`config.mk`:
```
export PLATFORM = sky130hd
export DESIGN_NAME = prog_loader_flat
export DESIGN_NICKNAME = d
export VERILOG_FILES = /design/src/rtl/prog_loader_pkg.sv /design/src/rtl/prog_loader_if.sv /design/src/rtl/prog_loader_crc8.sv /design/src/rtl/prog_loader.sv /design/src/flat_wrapper.sv
export SDC_FILE = /design/constraint.sdc
export NUM_CORES = 1
export LEC_CHECK = 0
export CORE_UTILIZATION = 45
export DETAILED_ROUTE_END_ITERATION = 10
export GPL_ROUTABILITY_DRIVEN = 1
export GPL_TIMING_DRIVEN = 0
export HOLD_SLACK_MARGIN = 0.15
export PLACE_DENSITY = 0.66
export SLEW_MARGIN = 20
export SYNTH_ARGS = -nofsm -noshare
export SYNTH_HDL_FRONTEND = slang
export SYNTH_SLANG_ARGS = --single-unit
```
`constraint.sdc`:
```
create_clock -name prog_clk -period 6 [get_ports prog_clk]
set_clock_uncertainty 0.15 [all_clocks]
set_input_delay 1.2 -clock prog_clk [delete_from_list [all_inputs] [get_ports prog_clk]]
set_output_delay 1.2 -clock prog_clk [all_outputs]
set_load 0.005 [all_outputs]
```
`src/rtl/prog_loader_pkg.sv`:
```
// rtl/prog_loader_pkg.sv - shared state encodings and CRC-8 constants for the config chain loader
package prog_loader_pkg;

  typedef enum logic [2:0] {
    ST_IDLE   = 3'd0,
    ST_LOAD   = 3'd1,
    ST_VERIFY = 3'd2,
    ST_DONE   = 3'd3,
    ST_ERROR  = 3'd4
  } state_e;

  localparam logic [7:0] CRC8_POLY = 8'h07;
  localparam logic [7:0] CRC8_INIT = 8'h00;

  // One serial CRC-8 step, MSB-first, polynomial x^8+x^2+x+1.
  function automatic logic [7:0] crc8_step(input logic [7:0] crc, input logic bit_in);
    return {crc[6:0], 1'b0} ^ ((crc[7] ^ bit_in) ? CRC8_POLY : 8'h00);
  endfunction

endpackage

```
`src/rtl/prog_loader_if.sv`:
```
// rtl/prog_loader_if.sv - host word port, status and chain head/tail signals of the config loader
interface prog_loader_if #(
  parameter int WORD_W = 8
);
  logic              start;
  logic [WORD_W-1:0] data_in;
  logic              data_valid;
  logic              data_ready;
  logic              chain_tail;
  logic              prog_out;
  logic              prog_en;
  logic              busy;
  logic              done;
  logic              error;
  logic [7:0]        crc_value;

  modport master (
    output start, data_in, data_valid, chain_tail,
    input  data_ready, prog_out, prog_en, busy, done, error, crc_value
  );

  modport slave (
    input  start, data_in, data_valid, chain_tail,
    output data_ready, prog_out, prog_en, busy, done, error, crc_value
  );
endinterface

```
`src/rtl/prog_loader_crc8.sv`:
```
// rtl/prog_loader_crc8.sv - serial CRC-8 accumulator with synchronous clear and bit enable
module crc8_serial
  import prog_loader_pkg::*;
(
  input  logic       clk,
  input  logic       rst,
  input  logic       clr,
  input  logic       en,
  input  logic       bit_in,
  output logic [7:0] crc
);

  logic [7:0] crc_q;
  logic [7:0] crc_d;

  always_comb begin
    crc_d = crc_q;
    if (clr) begin
      crc_d = CRC8_INIT;
    end else if (en) begin
      crc_d = crc8_step(crc_q, bit_in);
    end
  end

  always_ff @(posedge clk or posedge rst) begin
    if (rst) begin
      crc_q <= CRC8_INIT;
    end else begin
      crc_q <= crc_d;
    end
  end

  assign crc = crc_q;

endmodule

```
`src/rtl/prog_loader.sv`:
```
// rtl/prog_loader.sv - serialises bitstream words into the config chain, then rotates it once to CRC-verify
module prog_loader
  import prog_loader_pkg::*;
#(
  parameter int CHAIN_LEN = 64,
  parameter int WORD_W    = 8
) (
  input  logic          prog_clk,
  input  logic          rst,
  prog_loader_if.slave  bus
);

  localparam int NWORDS = (CHAIN_LEN + WORD_W - 1) / WORD_W;
  localparam int CNT_W  = $clog2(CHAIN_LEN + 1);
  localparam int WCNT_W = $clog2(NWORDS + 1);
  localparam int SCNT_W = $clog2(WORD_W + 1);

  localparam logic [CNT_W-1:0]  LAST_BIT   = CNT_W'(CHAIN_LEN - 1);
  localparam logic [WCNT_W-1:0] ALL_WORDS  = WCNT_W'(NWORDS);
  localparam logic [SCNT_W-1:0] WORD_REST  = SCNT_W'(WORD_W - 1);

  state_e              state_q, state_d;
  logic [WORD_W-1:0]   sr_q, sr_d;
  logic [SCNT_W-1:0]   sr_cnt_q, sr_cnt_d;
  logic [WCNT_W-1:0]   words_q, words_d;
  logic [CNT_W-1:0]    bit_cnt_q, bit_cnt_d;
  logic                prog_en_q, prog_en_d;
  logic                prog_out_q, prog_out_d;
  logic [7:0]          crc_value_q, crc_value_d;

  logic [7:0]          load_crc;
  logic [7:0]          verify_crc;
  logic                start_ok;
  logic                accept;
  logic                last_shift;

  assign start_ok   = bus.start && (state_q inside {ST_IDLE, ST_DONE, ST_ERROR});
  // sr_cnt counts bits still waiting behind the one currently on prog_out, so a
  // zero count lets the next word land exactly as the last bit leaves.
  assign bus.data_ready = (state_q == ST_LOAD) && (sr_cnt_q == '0) && (words_q != ALL_WORDS);
  assign accept     = bus.data_valid && bus.data_ready;
  assign last_shift = prog_en_q && (bit_cnt_q == LAST_BIT);

  always_comb begin
    state_d     = state_q;
    sr_d        = sr_q;
    sr_cnt_d    = sr_cnt_q;
    words_d     = words_q;
    bit_cnt_d   = bit_cnt_q;
    prog_en_d   = 1'b0;
    prog_out_d  = prog_out_q;
    crc_value_d = crc_value_q;

    case (state_q)
      ST_IDLE, ST_DONE, ST_ERROR: begin
        if (start_ok) begin
          state_d     = ST_LOAD;
          sr_cnt_d    = '0;
          words_d     = '0;
          bit_cnt_d   = '0;
          prog_out_d  = 1'b0;
          crc_value_d = 8'h00;
        end
      end

      ST_LOAD: begin
        if (prog_en_q) begin
          bit_cnt_d = bit_cnt_q + 1'b1;
        end
        if (last_shift) begin
          state_d     = ST_VERIFY;
          bit_cnt_d   = '0;
          sr_cnt_d    = '0;
          prog_en_d   = 1'b1;
          crc_value_d = crc8_step(load_crc, prog_out_q);
        end else if (sr_cnt_q != '0) begin
          prog_en_d  = 1'b1;
          prog_out_d = sr_q[WORD_W-1];
          sr_d       = sr_q << 1;
          sr_cnt_d   = sr_cnt_q - 1'b1;
        end else if (accept) begin
          prog_en_d  = 1'b1;
          prog_out_d = bus.data_in[WORD_W-1];
          sr_d       = bus.data_in << 1;
          sr_cnt_d   = WORD_REST;
          words_d    = words_q + 1'b1;
        end
      end

      ST_VERIFY: begin
        prog_en_d = 1'b1;
        bit_cnt_d = bit_cnt_q + 1'b1;
        if (last_shift) begin
          prog_en_d = 1'b0;
          bit_cnt_d = bit_cnt_q;
          state_d   = (crc8_step(verify_crc, bus.chain_tail) == crc_value_q) ? ST_DONE : ST_ERROR;
        end
      end

      default: begin
        state_d = ST_IDLE;
      end
    endcase
  end

  always_ff @(posedge prog_clk or posedge rst) begin
    if (rst) begin
      state_q     <= ST_IDLE;
      sr_q        <= '0;
      sr_cnt_q    <= '0;
      words_q     <= '0;
      bit_cnt_q   <= '0;
      prog_en_q   <= 1'b0;
      prog_out_q  <= 1'b0;
      crc_value_q <= 8'h00;
    end else begin
      state_q     <= state_d;
      sr_q        <= sr_d;
      sr_cnt_q    <= sr_cnt_d;
      words_q     <= words_d;
      bit_cnt_q   <= bit_cnt_d;
      prog_en_q   <= prog_en_d;
      prog_out_q  <= prog_out_d;
      crc_value_q <= crc_value_d;
    end
  end

  crc8_serial u_load_crc (
    .clk    (prog_clk),
    .rst    (rst),
    .clr    (start_ok),
    .en     ((state_q == ST_LOAD) && prog_en_q),
    .bit_in (prog_out_q),
    .crc    (load_crc)
  );

  crc8_serial u_verify_crc (
    .clk    (prog_clk),
    .rst    (rst),
    .clr    (start_ok),
    .en     ((state_q == ST_VERIFY) && prog_en_q),
    .bit_in (bus.chain_tail),
    .crc    (verify_crc)
  );

  // During verify the tail feeds straight back to the head so one rotation restores the chain.
  assign bus.prog_out  = (state_q == ST_VERIFY) ? bus.chain_tail : prog_out_q;
  assign bus.prog_en   = prog_en_q;
  assign bus.busy      = (state_q == ST_LOAD) || (state_q == ST_VERIFY);
  assign bus.done      = (state_q == ST_DONE);
  assign bus.error     = (state_q == ST_ERROR);
  assign bus.crc_value = crc_value_q;

endmodule

```
`src/flat_wrapper.sv`:
```
// flat-port wrapper written by rule: the top's interface ports become plain ports
module prog_loader_flat import prog_loader_pkg::*;
#(
  parameter int CHAIN_LEN = 64,
  parameter int WORD_W    = 8
)
  (prog_clk, rst, bus_start, bus_data_in, bus_data_valid, bus_chain_tail, bus_data_ready, bus_prog_out, bus_prog_en, bus_busy, bus_done, bus_error, bus_crc_value);
  prog_loader_if #(.WORD_W(WORD_W)) bus_i ();
  input  logic prog_clk;
  input  logic rst;
  input wire logic [$bits(bus_i.start)-1:0] bus_start;
  input wire logic [$bits(bus_i.data_in)-1:0] bus_data_in;
  input wire logic [$bits(bus_i.data_valid)-1:0] bus_data_valid;
  input wire logic [$bits(bus_i.chain_tail)-1:0] bus_chain_tail;
  output wire logic [$bits(bus_i.data_ready)-1:0] bus_data_ready;
  output wire logic [$bits(bus_i.prog_out)-1:0] bus_prog_out;
  output wire logic [$bits(bus_i.prog_en)-1:0] bus_prog_en;
  output wire logic [$bits(bus_i.busy)-1:0] bus_busy;
  output wire logic [$bits(bus_i.done)-1:0] bus_done;
  output wire logic [$bits(bus_i.error)-1:0] bus_error;
  output wire logic [$bits(bus_i.crc_value)-1:0] bus_crc_value;
  assign bus_i.start = bus_start;
  assign bus_i.data_in = bus_data_in;
  assign bus_i.data_valid = bus_data_valid;
  assign bus_i.chain_tail = bus_chain_tail;
  assign bus_data_ready = bus_i.data_ready;
  assign bus_prog_out = bus_i.prog_out;
  assign bus_prog_en = bus_i.prog_en;
  assign bus_busy = bus_i.busy;
  assign bus_done = bus_i.done;
  assign bus_error = bus_i.error;
  assign bus_crc_value = bus_i.crc_value;
  prog_loader #(.CHAIN_LEN(CHAIN_LEN), .WORD_W(WORD_W)) u_core (.prog_clk(prog_clk), .rst(rst), .bus(bus_i));
endmodule
```
; After elaboration in Yosys (flattened, before gate mapping)
; Cells that the tools add are included.
[totals]
elab_cells = 101
ff_bits = 52
ram_bits = 0
in_bits = 13
latch_bits = 0
rom_bits = 0
memories = 0
[op_classes]
magnitude_cmp = 0
bitwise = 5
shifts = 0
mul = 0
muxes = 41
n_div = 0
n_reduce_logical = 25
add_sub_neg = 3
n_eq_ne = 17
[op_table]
columns = operator, count
row1 = $mux 8, 8
row2 = $mux 4, 7
row3 = $mux 7, 4
row4 = $pmux 7 s3, 1
row5 = $mux 3, 6
row6 = $pmux 4 s2, 2
row7 = $pmux 8 s2, 1
row8 = $xor 8x8->8, 2
row9 = $reduce_and 3->1, 4
row10 = $mux 1, 9
row11 = $pmux 3 s3, 1
row12 = $eq 8x8->1, 1
row13 = $ne 2x1->1 const B, 4
row14 = $reduce_and 4->1, 2
row15 = $reduce_bool 2->1, 4
row16 = $add 7x1->7 const B, 1
row17 = $eq 7x6->1 const B, 1
row18 = $logic_and 1x1->1, 7
row19 = $eq 3x2->1 const B, 2
row20 = $ne 2x2->1 const B, 3
row21 = $reduce_bool 3->1, 2
row22 = $reduce_and 5->1, 1
row23 = $add 4x1->4 const B, 1
row24 = $logic_not 4->1, 1
row25 = 14 further kinds, 16

; Depth between registers and ports, before layout
[logic_depth]
depth_word = 8
mapped_depth = 8
depth_no_buf = 7

; Cells and area by module
; A second synthesis with hierarchy kept.
[hier_totals]
hier_cells = 287
area_unflattened_um2 = 2725.1
[modules_own_cells]
columns = module, seq_area_each_um2, instances, cells_each, area_per_inst_um2
row1 = prog_loader, 875.8, 1, 221, 1971.9
row2 = crc8_serial, 200.2, 2, 33, 376.6

; Worst setup path after synthesis
; No wires, ideal clock.
[synth_path]
kind = reg-to-output
from = reg u_core.sr_cnt_q[0]
to = out bus_data_ready
path_buffers = 1
required_ns = 4.650
slack_ns = 3.170
path_stages_with_launch = 6
t_arrival_ns = 1.480
path_cell_list = dfrtp_1 -> inv_1 -> ha_1 -> nor3b_2 -> clkbuf_1 -> and3_1
[synth_via]
elab_chain_len = 3
[synth_rtl]
columns = item, line_no
row1 = start: declaration, prog_loader.sv:24  ; logic [SCNT_W-1:0] sr_cnt_q, sr_cnt_d;
row2 = start signal: assignment, prog_loader.sv:119  ; sr_cnt_q <= sr_cnt_d;
row3 = $logic_not 4->1, prog_loader.sv:40  ; assign bus.data_ready = (state_q == ST_LOAD) && (sr_cnt_q == '0) && (words_q != ALL_WORDS);
row4 = $logic_and 1x1->1 (2 in series), prog_loader.sv:40
row5 = end: declaration, flat_wrapper.sv:15  ; output wire logic [$bits(bus_i.data_ready)-1:0] bus_data_ready;
; Every way passes these cells.

; Worst setup path after layout
; Ends and elaborated chain as after synthesis.

==> flow_summary.toml <==
[outcome]
status = "finished clean"

[final_layout]
nets = 320
syn2layout_area_growth_pct = 17.4
diodes = 0
final_layout_size_suffix_gt1_share_pct = 7.57

[synthesis]
synth-adder-area-share_pct = 1.91
synth.net_count = 286
synth_edf_count = 0
async_flop_share_pct = 100
syn-instance-count = 269
synth-xor-area-share_pct = 5.70
yosysWarningCount = 0
synth_area_um2 = 2610
synth_top_family_by_area = "simple AND/OR/NAND/NOR gates"
ys_types = 49
muxShareOfSynthArea_pct = 4.69
synth.avg_cell_area_um2 = 9.72
synth_flop_cell = "dfrtp_1"
ys_seq_elements = 51
ys_seq_area_share_pct = 48.8
synth_simple_gate_area_share_pct = 19.3
synth_compound_area_share_pct = 16.5

[cts]
clk_pin_slew_worst_paths_ns = 0.09
root_buffer = "clkbuf_8"
clkLatencyLatePin_ns = 0.30
clk_path_buf_depth = 2
h-tree-depth = 2
tritoncts = "yes"
cts_hold_buf = 0
cts_num_sinks = 51
numCtsBuffers = 5
ctsResizeCount = 0
post-cts-setup-buffer-count = 0

[worst_hold_path]
hold-path-endpoint = "u_core.sr_q[7]"
hp-start = "u_core.sr_q[7]"
hold_path.class = "flip-flop to flip-flop"
holdPathStages = 2

[drt]
drc = 0
drt_first_iter_violations = 109
routed_via_density = 5.39
num_vias = 2026
ant_nets = 0
drt-total-wl_um = 5540
routedWlPerCell_um = 14.7
dr.pass1.iters = 4

[placed_design]
gp_congestion = 0.803
port_buffers = 26
dp.final_hpwl_um = 4050

[critical_path]
arrival_ns = 2.56
cp.required_ns = 4.65
crit_fanout = 10
crit_path_end_kind = "output pin"
crit_path_start_kind = "flip-flop"
worst-path-buf-inv = 3
path_class = "flip-flop to output pin"
cpMaxStageDelayCell = "clkdlybuf4s50_1"
r2r_end = "u_core.sr_cnt_q[2]"
slowest_delay_ns = 0.50
path_delay_family = "buffers and inverters"
rrSetupSlack_ns = 3.60
worst-r2r-cell-count = 7
r2r-start = "u_core.state_q[1]"
cp_cell_sequence = "inv_1, ha_1, nor3b_2, clkbuf_1, and3_1, clkdlybuf4s50_1"

[global_routing]
grt.busiest_layer = "met2"
grt_antenna_before_repair = 0
grtUsageMet1_pct = 29.5
met2_usage_pct = 30.0
grt.total_usage_pct = 20.0
grt_pass1_vias = 1884
grt-ovfl-total = 0
grt_pass1_wl_um = 9560
grt_use_met3_pct = 3.26
grt_max_degree = 33

[power]
ir_worst_vdd_v = 0.000189
power_density_nw_per_um2 = 388
p_leak_nw = 1.35

[sta]
rsz0062_at_grt = "false"
fmax_mhz = 256
finalSetupViolCount = 0
maxSlewHeadroom_pct = 54.9
period_share_pct = 65.1
hold_violations = 0
holdWs_ns = 0.385
fin_crit_ns = 3.91
drv_slew = 0
worstMarginPinSlew_ns = 0.673
finalSetupTns_ns = 0

[floorplan]
io_pins = 27
start_util_pct = 47.2
rows = 27
die_h_um = 78.2
fp.dieArea_um2 = 6120
coreArea_um2 = 5540
die_w_um = 78.2

[flow_run]
maxCapViolCount = 0
==> where the power goes <==
| part | total (mW) | internal [mW] | switching, mW | leakage [nW] |
|---|---|---|---|---|
| registers | 0.539 | 0.449 | 0.0901 | 0.655 |
| clock network | 0.195 | 0.0817 | 0.113 | 0.0412 |
| logic | 0.458 | 0.220 | 0.237 | 0.655 |
==> cell usage after synthesis, types with 2 or more instances <==
master | instances | area (um^2)
o22a_1 | 2 | 17.5
mux2i_1 | 10 | 100
a22o_1 | 10 | 87.6
a211oi_1 | 2 | 15.0
xor2_1 | 7 | 61.3
nor3b_1 | 2 | 15.0
inv_1 | 8 | 30.0
o21a_1 | 2 | 15.0
nor3b_2 | 2 | 25.0
a21oi_1 | 27 | 135
nand2_1 | 32 | 120
nor3_1 | 8 | 40.0
nor2b_1 | 2 | 12.5
mux2_2 | 2 | 22.5
nand4b_1 | 2 | 17.5
o21ai_0 | 11 | 55.1
dfrtp_1 | 51 | 1280
nand3_1 | 7 | 35.0
ha_1 | 4 | 50.1
or3_1 | 3 | 18.8
buf_2 | 2 | 10.0
xnor2_1 | 10 | 87.6
nor2_1 | 26 | 97.6
nor4_1 | 2 | 12.5
nand4_1 | 2 | 12.5
and2_1 | 2 | 12.5
clkbuf_1 | 6 | 22.5
o21ai_1 | 3 | 15.0
nand2b_1 | 2 | 12.5
==> metal layers <==
metal / vias to the layer above / wire [um]
met5: - / 0
met4: 0 / 62
met3: 9 / 219
met2: 44 / 2480
met1: 954 / 2780
li1: 1019 / -
==> cell families after synthesis <==
logic type	count (synthesis)
and+or+nand+nor	100
xor gates and xnor gates	17
DFF	51
muxes	12
AOI/OAI and AO/OA	66
buffers and inverters	19
adders and majority gates	4
==> worst max-delay path by stage <==
| stage | cells after the start | slack (ns) | endpoint | start |
|---|---|---|---|---|
| floorplan | 5 | 3.17 | bus_data_ready | u_core.sr_cnt_q[0] |
| finish | 6 | 2.09 | bus_data_ready | u_core.sr_cnt_q[0] |
| CTS | 6 | 2.08 | bus_data_ready | u_core.sr_cnt_q[0] |
| detailed placement | 4 | 2.34 | bus_prog_out | bus_chain_tail |
| global placement | 4 | 2.35 | bus_prog_out | bus_chain_tail |
| global route | 6 | 1.94 | bus_data_ready | u_core.sr_cnt_q[0] |
==> layout make-up <==
cell class              instances  area [um^2]
fillers                       523         2470
flip-flops and latches         51         1280
multi-input cells             199         1260
repair buffers                 27          280
well taps                      72         90.1
clock buffers                   6         72.6
plain buffers                  11         48.8
inverters                       8         30.0
clock inverters                 2         12.5
==> cell usage in the layout (no fill, tap or decap), drive strengths merged, types with 5 or more instances in the layout <==
cell | synthesis | layout
mux2i | 10 | 10
nor3 | 8 | 8
o21ai | 14 | 14
a22o | 10 | 10
a21oi | 28 | 28
nand2 | 32 | 32
xnor2 | 10 | 10
xor2 | 7 | 7
nor2 | 26 | 26
nand3 | 7 | 7
inv | 8 | 8
dfrtp | 51 | 51
buf | 4 | 5
clkdlybuf4s50 | 0 | 26
clkbuf | 7 | 13
==> sequential cells by signal, indices dropped and copies added, names as in the netlist <==
register                 count
u_core.bus.crc_value         8
u_core.u_verify_crc.crc      8
u_core.sr_q                  7
u_core.state_q               3
u_core.bit_cnt_q             7
u_core.u_load_crc.crc        8
u_core.sr_cnt_q              4
u_core.words_q               4
u_core.bus.prog_en           1
u_core.prog_out_q            1
==> through the flow <==
step	cell area [um^2]	std cells	utilization (%)	total power, mW	setup slack (ns)
after global placement	2960	367	53.5	0.987	2.35
final	3070	376	55.4	1.19	2.09
after detailed placement	2980	368	53.9	1.01	2.34
after floorplan	2610	269	-	0.874	3.17
after CTS	3070	376	55.4	1.20	2.08
after global routing	3070	376	55.4	1.29	1.94
==> tightest hold or removal path, stage by stage (launching register included) <==
cell	delay (ns)
dfrtp_1	0.35
nor2_1	0.05
a21oi_1	0.10
(Power assumes the default switching activity.)
